## src/rtl/imem_if.sv

```systemverilog
// imem_if: request/acknowledge bus between the fetch sequencer and instruction memory.
interface imem_if;
    logic        imem_req;
    logic [31:0] imem_addr;
    logic [31:0] imem_rdata;
    logic        imem_ack;
    modport master (output imem_req, imem_addr, input imem_rdata, imem_ack);
    modport slave (input imem_req, imem_addr, output imem_rdata, imem_ack);
endinterface

```

## src/rtl/ifetch_sequencer.sv

```systemverilog
// ifetch_sequencer: holds the PC, fetches one instruction at a time over imem_if,
// computes sequential/branch next PC, counts retirements and flags fetch timeouts.
module ifetch_sequencer #(
    parameter logic [31:0] RESET_PC = 32'h0000_0000,
    parameter int          MAX_WAIT = 16
) (
    input  logic        clk,
    input  logic        rst,
    imem_if.master      imem,
    output logic [31:0] o_instr,
    output logic [5:0]  o_opcode,
    output logic        o_instr_valid,
    input  logic        i_advance,
    input  logic        i_npc_sel,
    input  logic        i_halt,
    output logic [31:0] o_pc,
    output logic [31:0] o_retired,
    output logic        o_halted,
    output logic        o_fault
);
    typedef enum logic [2:0] {BOOT, FETCH, EXEC, HALT, FAULT} state_t;
    localparam logic [31:0] PC_INIT = {RESET_PC[31:2], 2'b00};
    localparam logic [7:0]  WAIT_LIMIT = 8'(MAX_WAIT);
    state_t      r_state, w_next;
    logic [31:0] r_pc, r_instr, r_retired, w_br_off;
    logic [7:0]  r_wait;
    logic        r_valid, w_ack, w_retire;
    assign w_ack    = r_state == FETCH && imem.imem_ack;
    assign w_retire = r_state == EXEC && i_advance;
    assign w_br_off = i_npc_sel ? {{14{r_instr[15]}}, r_instr[15:0], 2'b00} : 32'd0;
    always_ff @(posedge clk or posedge rst) begin
        if (rst) r_state <= BOOT;
        else r_state <= w_next;
    end
    // An ack in the final allowed wait cycle wins over the timeout.
    always_comb begin
        w_next = r_state;
        case (r_state)
            BOOT:    w_next = FETCH;
            FETCH:   w_next = imem.imem_ack ? EXEC : (r_wait + 8'd1 == WAIT_LIMIT) ? FAULT : FETCH;
            EXEC:    w_next = !i_advance ? EXEC : i_halt ? HALT : FETCH;
            default: w_next = r_state;
        endcase
    end
    always_ff @(posedge clk or posedge rst) begin
        if (rst) begin
            r_pc      <= PC_INIT;
            r_instr   <= 32'd0;
            r_valid   <= 1'b0;
            r_retired <= 32'd0;
            r_wait    <= 8'd0;
        end else begin
            if (r_state == FETCH) r_wait <= w_ack ? 8'd0 : r_wait + 8'd1;
            if (w_ack) begin
                r_instr <= imem.imem_rdata;
                r_valid <= 1'b1;
            end
            if (w_retire) begin
                r_valid   <= 1'b0;
                r_retired <= r_retired + 32'd1;
                r_pc      <= r_pc + 32'd4 + w_br_off;
            end
        end
    end
    assign imem.imem_req  = r_state == FETCH;
    assign imem.imem_addr = r_pc;
    assign o_instr        = r_instr;
    assign o_opcode       = r_instr[31:26];
    assign o_instr_valid  = r_valid;
    assign o_pc           = r_pc;
    assign o_retired      = r_retired;
    assign o_halted       = r_state == HALT;
    assign o_fault        = r_state == FAULT;
endmodule

```

## src/flat_wrapper.sv

```systemverilog
// flat-port wrapper written by rule: the top's interface ports become plain ports
module ifetch_sequencer_flat 
#(
    parameter logic [31:0] RESET_PC = 32'h0000_0000,
    parameter int          MAX_WAIT = 16
)
  (clk, rst, o_instr, o_opcode, o_instr_valid, i_advance, i_npc_sel, i_halt, o_pc, o_retired, o_halted, o_fault, imem_imem_req, imem_imem_addr, imem_imem_rdata, imem_imem_ack);
  imem_if imem_i ();
  input  logic clk;
  input  logic rst;
  output logic [31:0] o_instr;
  output logic [5:0] o_opcode;
  output logic o_instr_valid;
  input  logic i_advance;
  input  logic i_npc_sel;
  input  logic i_halt;
  output logic [31:0] o_pc;
  output logic [31:0] o_retired;
  output logic o_halted;
  output logic o_fault;
  output wire logic [$bits(imem_i.imem_req)-1:0] imem_imem_req;
  output wire logic [$bits(imem_i.imem_addr)-1:0] imem_imem_addr;
  input wire logic [$bits(imem_i.imem_rdata)-1:0] imem_imem_rdata;
  input wire logic [$bits(imem_i.imem_ack)-1:0] imem_imem_ack;
  assign imem_imem_req = imem_i.imem_req;
  assign imem_imem_addr = imem_i.imem_addr;
  assign imem_i.imem_rdata = imem_imem_rdata;
  assign imem_i.imem_ack = imem_imem_ack;
  ifetch_sequencer #(.RESET_PC(RESET_PC), .MAX_WAIT(MAX_WAIT)) u_core (.clk(clk), .rst(rst), .imem(imem_i), .o_instr(o_instr), .o_opcode(o_opcode), .o_instr_valid(o_instr_valid), .i_advance(i_advance), .i_npc_sel(i_npc_sel), .i_halt(i_halt), .o_pc(o_pc), .o_retired(o_retired), .o_halted(o_halted), .o_fault(o_fault));
endmodule
```

## config.mk

```make
export PLATFORM = sky130hd
export DESIGN_NAME = ifetch_sequencer_flat
export DESIGN_NICKNAME = d
export VERILOG_FILES = /design/src/rtl/imem_if.sv /design/src/rtl/ifetch_sequencer.sv /design/src/flat_wrapper.sv
export SDC_FILE = /design/constraint.sdc
export NUM_CORES = 1
export LEC_CHECK = 0
export ABC_AREA = 1
export CAP_MARGIN = 30
export CORE_AREA = 3 3 133 135
export DETAILED_ROUTE_END_ITERATION = 8
export DIE_AREA = 0 0 136 138
export PLACE_DENSITY = 0.82
export SYNTH_ARGS = -nofsm -noshare
export SYNTH_HDL_FRONTEND = slang
export SYNTH_SLANG_ARGS = --single-unit
```

## constraint.sdc

```tcl
create_clock -name clk -period 3.45 [get_ports clk]
set_input_delay 0.5175 -clock clk [delete_from_list [all_inputs] [get_ports clk]]
set_output_delay 0.5175 -clock clk [all_outputs]
set_load 0.05 [all_outputs]
```

; Word level (Yosys, flattened, before mapping)
; Cells that the tools add are included.
[word_totals]
register_bits = 108
wordCells = 29
[op_classes]
add_sub_neg = 4
eq_ne = 5
n_mux = 9
n_reduce_logical = 5
[op_table]
columns = operator, n
row1 = $add A32 B1 Y32 const B, 1
row2 = $add A32 B3 Y32 const B, 1
row3 = $add A32 B32 Y32, 1
row4 = $mux W32, 1
row5 = $mux W3, 3
row6 = $pmux W3 S3, 1
row7 = $add A8 B1 Y8 const B, 1
row8 = $eq A8 B5 Y1 const B, 1
row9 = $mux W8, 1
row10 = $eq A3 B2 Y1 const B, 2
row11 = $eq A3 B1 Y1 const B, 1
row12 = $eq A3 B3 Y1 const B, 1
row13 = $logic_not A3 Y1, 1
row14 = $reduce_bool A3 Y1, 1
row15 = $logic_and A1 B1 Y1, 2
row16 = $mux W1, 2
row17 = $mux W2, 1
row18 = $reduce_bool A2 Y1, 1

; Logic depth before layout (Yosys ltp)
; Gate-level depths: netlist of the first run.
[depth]
ltp_word = 5
depth_mapped = 18

; Worst setup path after synthesis of the first run
; OpenSTA, ideal clock, no wires.
[synth_path]
kind = input-to-reg
startpoint = input i_npc_sel
endpoint = register u_core.r_pc[31] (netlist: u_core.imem.imem_addr[31])
setup_ns = 0.118
arrival_ns = 2.572
required_time_ns = 3.332
setup_slack_ns = 0.760
stages = 18
n_path_buf = 2
cell_sequence = clkbuf_2 clkbuf_1 nand2_1 ha_1 inv_1 ha_1 inv_1 fa_1 inv_1 nand3_1 nand3_1 nand3_1 nand3_1 nand2_1 nand2_1 nand2_1 nand3_1 nand2_1
[synth_between]
elab_chain_cells = 2
[synth_rtl]
columns = element, line
row1 = "start, declared", flat_wrapper.sv:15  ; input logic i_npc_sel;
row2 = $mux W32, ifetch_sequencer.sv:30  ; assign w_br_off = i_npc_sel ? {{14{r_instr[15]}}, r_instr[15:0], 2'b00} : 32'd0;
row3 = $add A32 B32 Y32, ifetch_sequencer.sv:61  ; r_pc <= r_pc + 32'd4 + w_br_off;
row4 = "end signal, assigned", ifetch_sequencer.sv:61
row5 = "end, declared", ifetch_sequencer.sv:25  ; logic [31:0] r_pc, r_instr, r_retired, w_br_off;
; Every way passes these cells.
; A chain may end at the register's enable or synchronous reset.

; Final worst setup path of the first run
[layout_path]
startpoint = input i_npc_sel
endpoint = register u_core.r_pc[26] (netlist: u_core.imem.imem_addr[26])
; The elaborated chain is that of the path after synthesis.

==> flow_metrics.py, run 1 <==
metrics = {
    "run_status": {
        "status": "finished clean",
    },
    "flow_run": {
        "drv_cap": 0,
    },
    "floorplan": {
        "rows": 47,
        "dieHeight_um": 138,
        "die-width_um": 136,
        "design.core.area_um2": 16600,
        "start_util_pct": 46.0,
        "pin_count": 176,
        "die-area_um2": 18800,
    },
    "power_and_ir_drop": {
        "fin_total_pwr_mw": 2.67,
        "max-vdd-ir-drop_mv": 0.226,
        "total_leakage_power_nw": 5.10,
        "powerDensity_nw_per_um2": 278,
    },
    "synthesis": {
        "ys_seq_area_share_pct": 34.8,
        "ys.flop_type": "dfrtp_1",
        "synth-edff-count": 0,
        "synth_async_sr_flop_share_pct": 100,
        "synth_area_leaders": "dfrtp_1 35%, nand2_1 21%, inv_1 7.7%, ha_1 7.7%, nor2_1 5.1%",
        "yosysTopAreaCellShare_pct": 34.8,
        "yosys.cell_count.top_type": "nand2_1",
        "synth_warnings": 0,
        "synth_cells": 1116,
        "synthTopCellsByCount": "432 x nand2_1, 157 x inv_1, 106 x dfrtp_1",
        "synth-seq-cells": 106,
        "yosysTopAreaCell": "dfrtp_1",
        "syn-cell-area_um2": 7620,
        "avgSynthCellArea_um2": 6.83,
        "synth_cell_types": 38,
    },
    "sta": {
        "min_period_over_period_pct": 83.0,
        "clock_skew_ns": 0.00912,
        "slew_violations": 0,
        "hold_viol_final": 0,
        "setup_viol": 0,
        "slew_headroom_pct": 50.7,
        "whs_ns": 0.474,
        "fmaxAchievable_mhz": 349,
        "rsz0062_at_grt": "no",
        "layout_min_cycle_time_ns": 2.86,
        "fin_setup_tns_ns": 0,
        "worstMarginPinSlew_ns": 0.740,
    },
    "clock_network": {
        "numCtsBuffers": 9,
        "clkTransAtPathRegs_ns": 0.07,
        "cts_buffer_depth": 2,
        "hold_buffers": 0,
        "cts_resized": 0,
        "numClockSinks": 106,
        "cts_root_buf": "clkbuf_16",
        "htreeDepth": 3,
        "clk_latency_ns": 0.36,
        "cts_tree": "done",
        "cts_setup_buffers": 0,
    },
    "worst_setup_path": {
        "cp_max_fo": 8,
        "critPathArrivalTime_ns": 3.10,
        "worstPathRequired_ns": 3.69,
        "crit_path_start_kind": "primary input",
        "worstSetupPathType": "in -> reg",
        "worst_setup_path_end_kind": "flop",
    },
    "layout": {
        "antenna_cells": 0,
        "postLayoutCellArea_um2": 9590,
        "layout-drive-gt1-share_pct": 4.30,
        "fill_cells": 1560,
        "areaGrowthSynthToFinish_pct": 25.8,
        "seqCellArea_um2": 2650,
        "nNetsFinal": 1338,
        "multi_input_area_um2": 3980,
    },
    "placement": {
        "dpl.hpwl_um": 15900,
        "io_buffers": 171,
        "placed_cell_area_um2": 9320,
        "gp_congestion": 0.965,
    },
    "detailed_routing": {
        "vias_per_cell": 4.93,
        "drc": 0,
        "drt_pass1_iterations": 5,
        "ant_nets": 0,
        "wl_per_cell_um": 13.8,
        "drt_iter0_drc": 430,
        "wl_um": 20400,
        "vias": 7286,
    },
    "global_route": {
        "overflow": 0,
        "grt_pass1_vias": 7330,
        "grtUsageTotal_pct": 22.6,
        "grt_max_degree": 56,
        "antenna_found_initial": 0,
        "grt_pass1_wl_um": 34800,
    },
    "worst_hold_path": {
        "min_path_type": "reg -> reg",
    },
}
==> registers in the layout, summed over array words and instances (netlist names) <==
name and flops:
u_core.r_state 3, u_core.o_retired 32, u_core.imem.imem_addr 30, u_core.r_wait 8, u_core.o_instr 32, u_core.o_instr_valid 1
==> routing by layer <==
metal  wire, µm  track usage, %
met2       9710            37.8
met1       8540            28.2
met5          0               0
met4        592            7.90
met3       1550            5.67
==> stage by stage <==
step	setup WS (ns)	instances	utilization (%)
after CTS	0.635	1477	57.8
after detailed placement	0.266	1461	56.2
after global routing	0.327	1477	57.8
final	0.588	1477	57.8
after floorplan	0.144	1119	-
after global placement	0.288	1461	56.2
==> layout by cell type, fill, tap and decap left out, drive strengths merged <==
cell           instances
nor2                 116
and3                   1
o31ai                  1
xnor2                 21
fa                     1
a22o                   3
nand2                435
inv                  166
o21bai                 1
a21oi                 19
or2                    2
nor3                  12
conb                   4
nand4                 12
nor4                   1
clkbuf                12
buf                    9
clkdlybuf4s50        171
o21ai                 36
clkinvlp               2
nand3                 56
nand3b                 3
a21o                   1
xor2                  19
dfrtp                106
ha                    47
==> power breakdown <==
part	internal, mW	switching (mW)	leakage [nW]	total (mW)
registers	1.27	0.0213	1.36	1.29
clock network	0.500	0.514	0.125	1.01
logic	0.130	0.235	3.61	0.365
total	1.90	0.771	5.10	2.67
==> worst max-delay path, stage by stage <==
cell and delay (ns):
clkdlybuf4s50_1 0.52, nand2_1 0.12, inv_1 0.26, buf_4 0.22, nor2_1 0.05, nor2_1 0.11
ha_1 0.28, nand2_1 0.13, nor2_1 0.27, nand2_1 0.12, nor2_1 0.11, nand2_1 0.11
nand3_1 0.10, nand2_1 0.05, nand3_1 0.06, o21ai_0 0.08
==> kinds of logic after synthesis <==
kind of cell | count (synthesis) | synth area share (%)
and+or+nand+nor | 638 | 35.2
AOI/OAI and AO/OA | 61 | 4.25
xor gates and xnor gates | 40 | 4.60
adders and majority gates | 48 | 7.98
DFF | 106 | 34.8
other | 1 | 0.0492
buffers and inverters | 222 | 13.1
==> worst paths after layout <==
kind	start	endpoint	slack [ns]	cells after the start
min in group asynchronous	rst	u_core.o_instr[16]	0.64	2
worst max-delay path	i_npc_sel	u_core.imem.imem_addr[26]	0.59	16
max in group asynchronous	rst	u_core.imem.imem_addr[7]	2.02	3
worst min register to register	u_core.o_instr[20]	u_core.o_instr[20]	0.47	2
worst max register to register	u_core.o_instr[15]	u_core.imem.imem_addr[26]	0.84	15
worst min-delay path	u_core.o_instr[20]	u_core.o_instr[20]	0.47	2
==> layout make-up <==
cell class	instances	area share [%]
tap	220	2.87
clock inverter	4	0.365
timing repair buffer	180	18.7
multi-input combinational	791	41.5
clock buffer	12	2.47
sequential	106	27.7
inverter	164	6.44
Power figures use the tool's default switching activity.
==> run 2, diff against run 1 <==
--- a/config.mk
+++ b/config.mk
@@ -7,10 +7,10 @@
 export LEC_CHECK = 0
 export ABC_AREA = 1
 export CAP_MARGIN = 30
-export CORE_AREA = 3 3 133 135
+export CORE_AREA = 3 3 127 129
 export DETAILED_ROUTE_END_ITERATION = 8
-export DIE_AREA = 0 0 136 138
-export PLACE_DENSITY = 0.82
+export DIE_AREA = 0 0 130 132
+export PLACE_DENSITY = 0.85
 export SYNTH_ARGS = -nofsm -noshare
 export SYNTH_HDL_FRONTEND = slang
 export SYNTH_SLANG_ARGS = --single-unit
==> constraint.sdc (replaced) <==
create_clock -name clk -period 2.65 [get_ports clk]
set_input_delay 0.3975 -clock clk [delete_from_list [all_inputs] [get_ports clk]]
set_output_delay 0.3975 -clock clk [all_outputs]
set_load 0.05 [all_outputs]
==> run 2 against run 1 <==
Critical path depth fell by 2. Combinational power grew 40%. Highest routed layer unchanged. Core utilization increased by 8.8 points. Final cell count is 1.8% higher. Register-to-register slack lost 0.68 ns. Die area is 8.6% lower. Flip-flop and latch count unchanged. Power grew 36%. Sequential share of layout area decreased by 1.4 points. Largest power group unchanged. Wire length up 3.8%. Clock power is 42% higher.
==> flow_metrics.py, run 2 (synthesis results as in run 1) <==
metrics = {
    "sta": {
        "rsz0062_at_grt": "no",
        "setup_viol": 0,
        "fin_setup_tns_ns": 0,
        "fmaxAchievable_mhz": 401,
        "min_period_over_period_pct": 94.0,
        "slew_headroom_pct": 61.0,
        "layout_min_cycle_time_ns": 2.49,
        "slew_violations": 0,
        "hold_viol_final": 0,
        "worstMarginPinSlew_ns": 0.584,
        "clock_skew_ns": 0.00959,
    },
    "detailed_routing": {
        "drc": 0,
        "vias_per_cell": 5.11,
        "wl_um": 21200,
        "wl_per_cell_um": 14.1,
        "drt_iter0_drc": 484,
        "drt_pass1_iterations": 7,
        "vias": 7678,
        "ant_nets": 0,
    },
    "layout": {
        "areaGrowthSynthToFinish_pct": 32.4,
        "final_cell_mix": "430 x nand2_1, 170 x clkdlybuf4s50_1, 156 x inv_1",
        "antenna_cells": 0,
        "fill_cells": 1237,
        "multi_input_area_um2": 4000,
        "nNetsFinal": 1397,
        "final_common_cell": "nand2_1",
        "layout-drive-gt1-share_pct": 9.19,
        "seqCellArea_um2": 2650,
    },
    "clock_network": {
        "numClockSinks": 106,
        "cts_setup_buffers": 0,
        "clkTransAtPathRegs_ns": 0.08,
        "numCtsBuffers": 9,
        "clk_latency_ns": 0.36,
        "htreeDepth": 3,
        "cts_buffer_depth": 2,
        "hold_buffers": 0,
        "cts_root_buf": "clkbuf_16",
        "cts_tree": "done",
    },
    "global_route": {
        "grtUsageTotal_pct": 25.4,
        "grt_pass1_wl_um": 35400,
        "antenna_found_initial": 0,
        "grt_pass1_vias": 7491,
        "grt_max_degree": 63,
        "overflow": 0,
    },
    "floorplan": {
        "die-area_um2": 17200,
        "rows": 45,
        "start_util_pct": 50.3,
        "pin_count": 176,
        "design.core.area_um2": 15100,
        "dieHeight_um": 132,
        "die-width_um": 130,
    },
    "placement": {
        "io_buffers": 171,
        "dpl.hpwl_um": 16200,
        "gp_congestion": 0.992,
    },
    "power_and_ir_drop": {
        "total_leakage_power_nw": 5.46,
        "max-vdd-ir-drop_mv": 0.296,
        "p_sw_mw": 1.02,
        "fin_total_pwr_mw": 3.62,
        "p_seq_share_pct": 46.2,
        "power_frac_comb_pct": 14.1,
        "p_int_mw": 2.60,
        "pwr-share-clk_pct": 39.6,
        "powerDensity_nw_per_um2": 359,
        "switching_share_pct": 28.2,
    },
    "worst_setup_path": {
        "cp_max_fo": 13,
        "crit_path_start_kind": "flop",
        "worst_setup_path_end_kind": "flop",
        "ff2ff_path_depth": 14,
        "reg2reg_slack_ns": 0.16,
        "worstPathRequired_ns": 2.90,
        "critPathArrivalTime_ns": 2.74,
        "worstSetupPathType": "reg -> reg",
    },
    "worst_hold_path": {
        "min_path_type": "in -> async",
    },
    "flow_run": {
        "drv_cap": 0,
    },
    "run_status": {
        "status": "finished clean",
    },
}
[run 2: path summary, 6_finish.rpt]
check,from,endpoint
min in group clk,u_core.o_instr[21],u_core.o_instr[21]
max reg2reg,u_core.o_instr[15],u_core.imem.imem_addr[28]
min reg2reg,u_core.o_instr[21],u_core.o_instr[21]
max in group asynchronous,rst,u_core.o_instr[15]
min,rst,u_core.o_retired[9]
max,u_core.o_instr[15],u_core.imem.imem_addr[28]
[run 2: power groups by stage]
stage | Combinational, mW | Sequential [mW] | Clock [mW]
2_1_floorplan | 0.193 | 1.81 | 0
3_3_place_gp | 0.501 | 1.71 | 0
3_5_place_dp | 0.510 | 1.71 | 0
4_1_cts | 0.514 | 1.67 | 1.45
5_1_grt | 0.552 | 1.68 | 1.51
6_report | 0.511 | 1.67 | 1.43
[run 2: area by class of cell]
type / instances / share of cell area (%)
Clock buffer: 10 / 2.27
Tap cell: 188 / 2.33
Sequential cell: 106 / 26.3
Inverter: 164 / 6.14
Clock inverter: 6 / 0.781
Multi-Input combinational cell: 791 / 39.6
Timing Repair Buffer: 239 / 22.6
[run 2: through the flow]
step | cells | instance area (µm²) | worst slack [ns] | hold slack, ns | util [%]
final | 1504 | 10100 | 0.159 | 0.475 | 66.6
after global routing | 1504 | 10100 | 0.0141 | 0.504 | 66.6
after CTS | 1504 | 10100 | 0.000238 | 0.476 | 66.5
after detailed placement | 1488 | 9760 | -0.346 | 0.459 | 64.5
after global placement | 1488 | 9760 | -0.312 | 0.454 | 64.5
after floorplan | 1119 | 7640 | 0.0798 | 0.487 | -
[run 2: repair_timing]
item | 4_1_cts | 5_1_grt
hold endpoints to repair | 0 | 0
endpoints found under the setup margin | 2 | 22
resized for setup | 2 | 5
[run 2: layer usage]
metal	wire length, µm	global-route usage (%)	vias to the layer above
li1	-	-	3770
met1	8900	32.9	3581
met2	10200	42.3	278
met4	605	8.55	0
met5	0	0	-
met3	1450	4.98	49
[run 2: worst max-delay path, stage by stage, from the launching register on]
cell	delay [ns]
dfrtp_2	0.44
nand2_2	0.13
buf_4	0.22
nor2_1	0.07
buf_4	0.13
ha_1	0.38
nand2_1	0.13
nor2_1	0.24
nand2_1	0.11
nor2_1	0.14
nand2_1	0.11
nand2_1	0.09
nand2_1	0.05
nand3_1	0.07
nand2_1	0.06
==> run 3, diff against run 2 <==
--- a/config.mk
+++ b/config.mk
@@ -11,6 +11,7 @@
 export DETAILED_ROUTE_END_ITERATION = 8
 export DIE_AREA = 0 0 130 132
 export PLACE_DENSITY = 0.85
+export SLEW_MARGIN = 20
 export SYNTH_ARGS = -nofsm -noshare
 export SYNTH_HDL_FRONTEND = slang
 export SYNTH_SLANG_ARGS = --single-unit
==> results of run 3 <==
No change in the layout: final DEF, timing and power equal those of run 2.
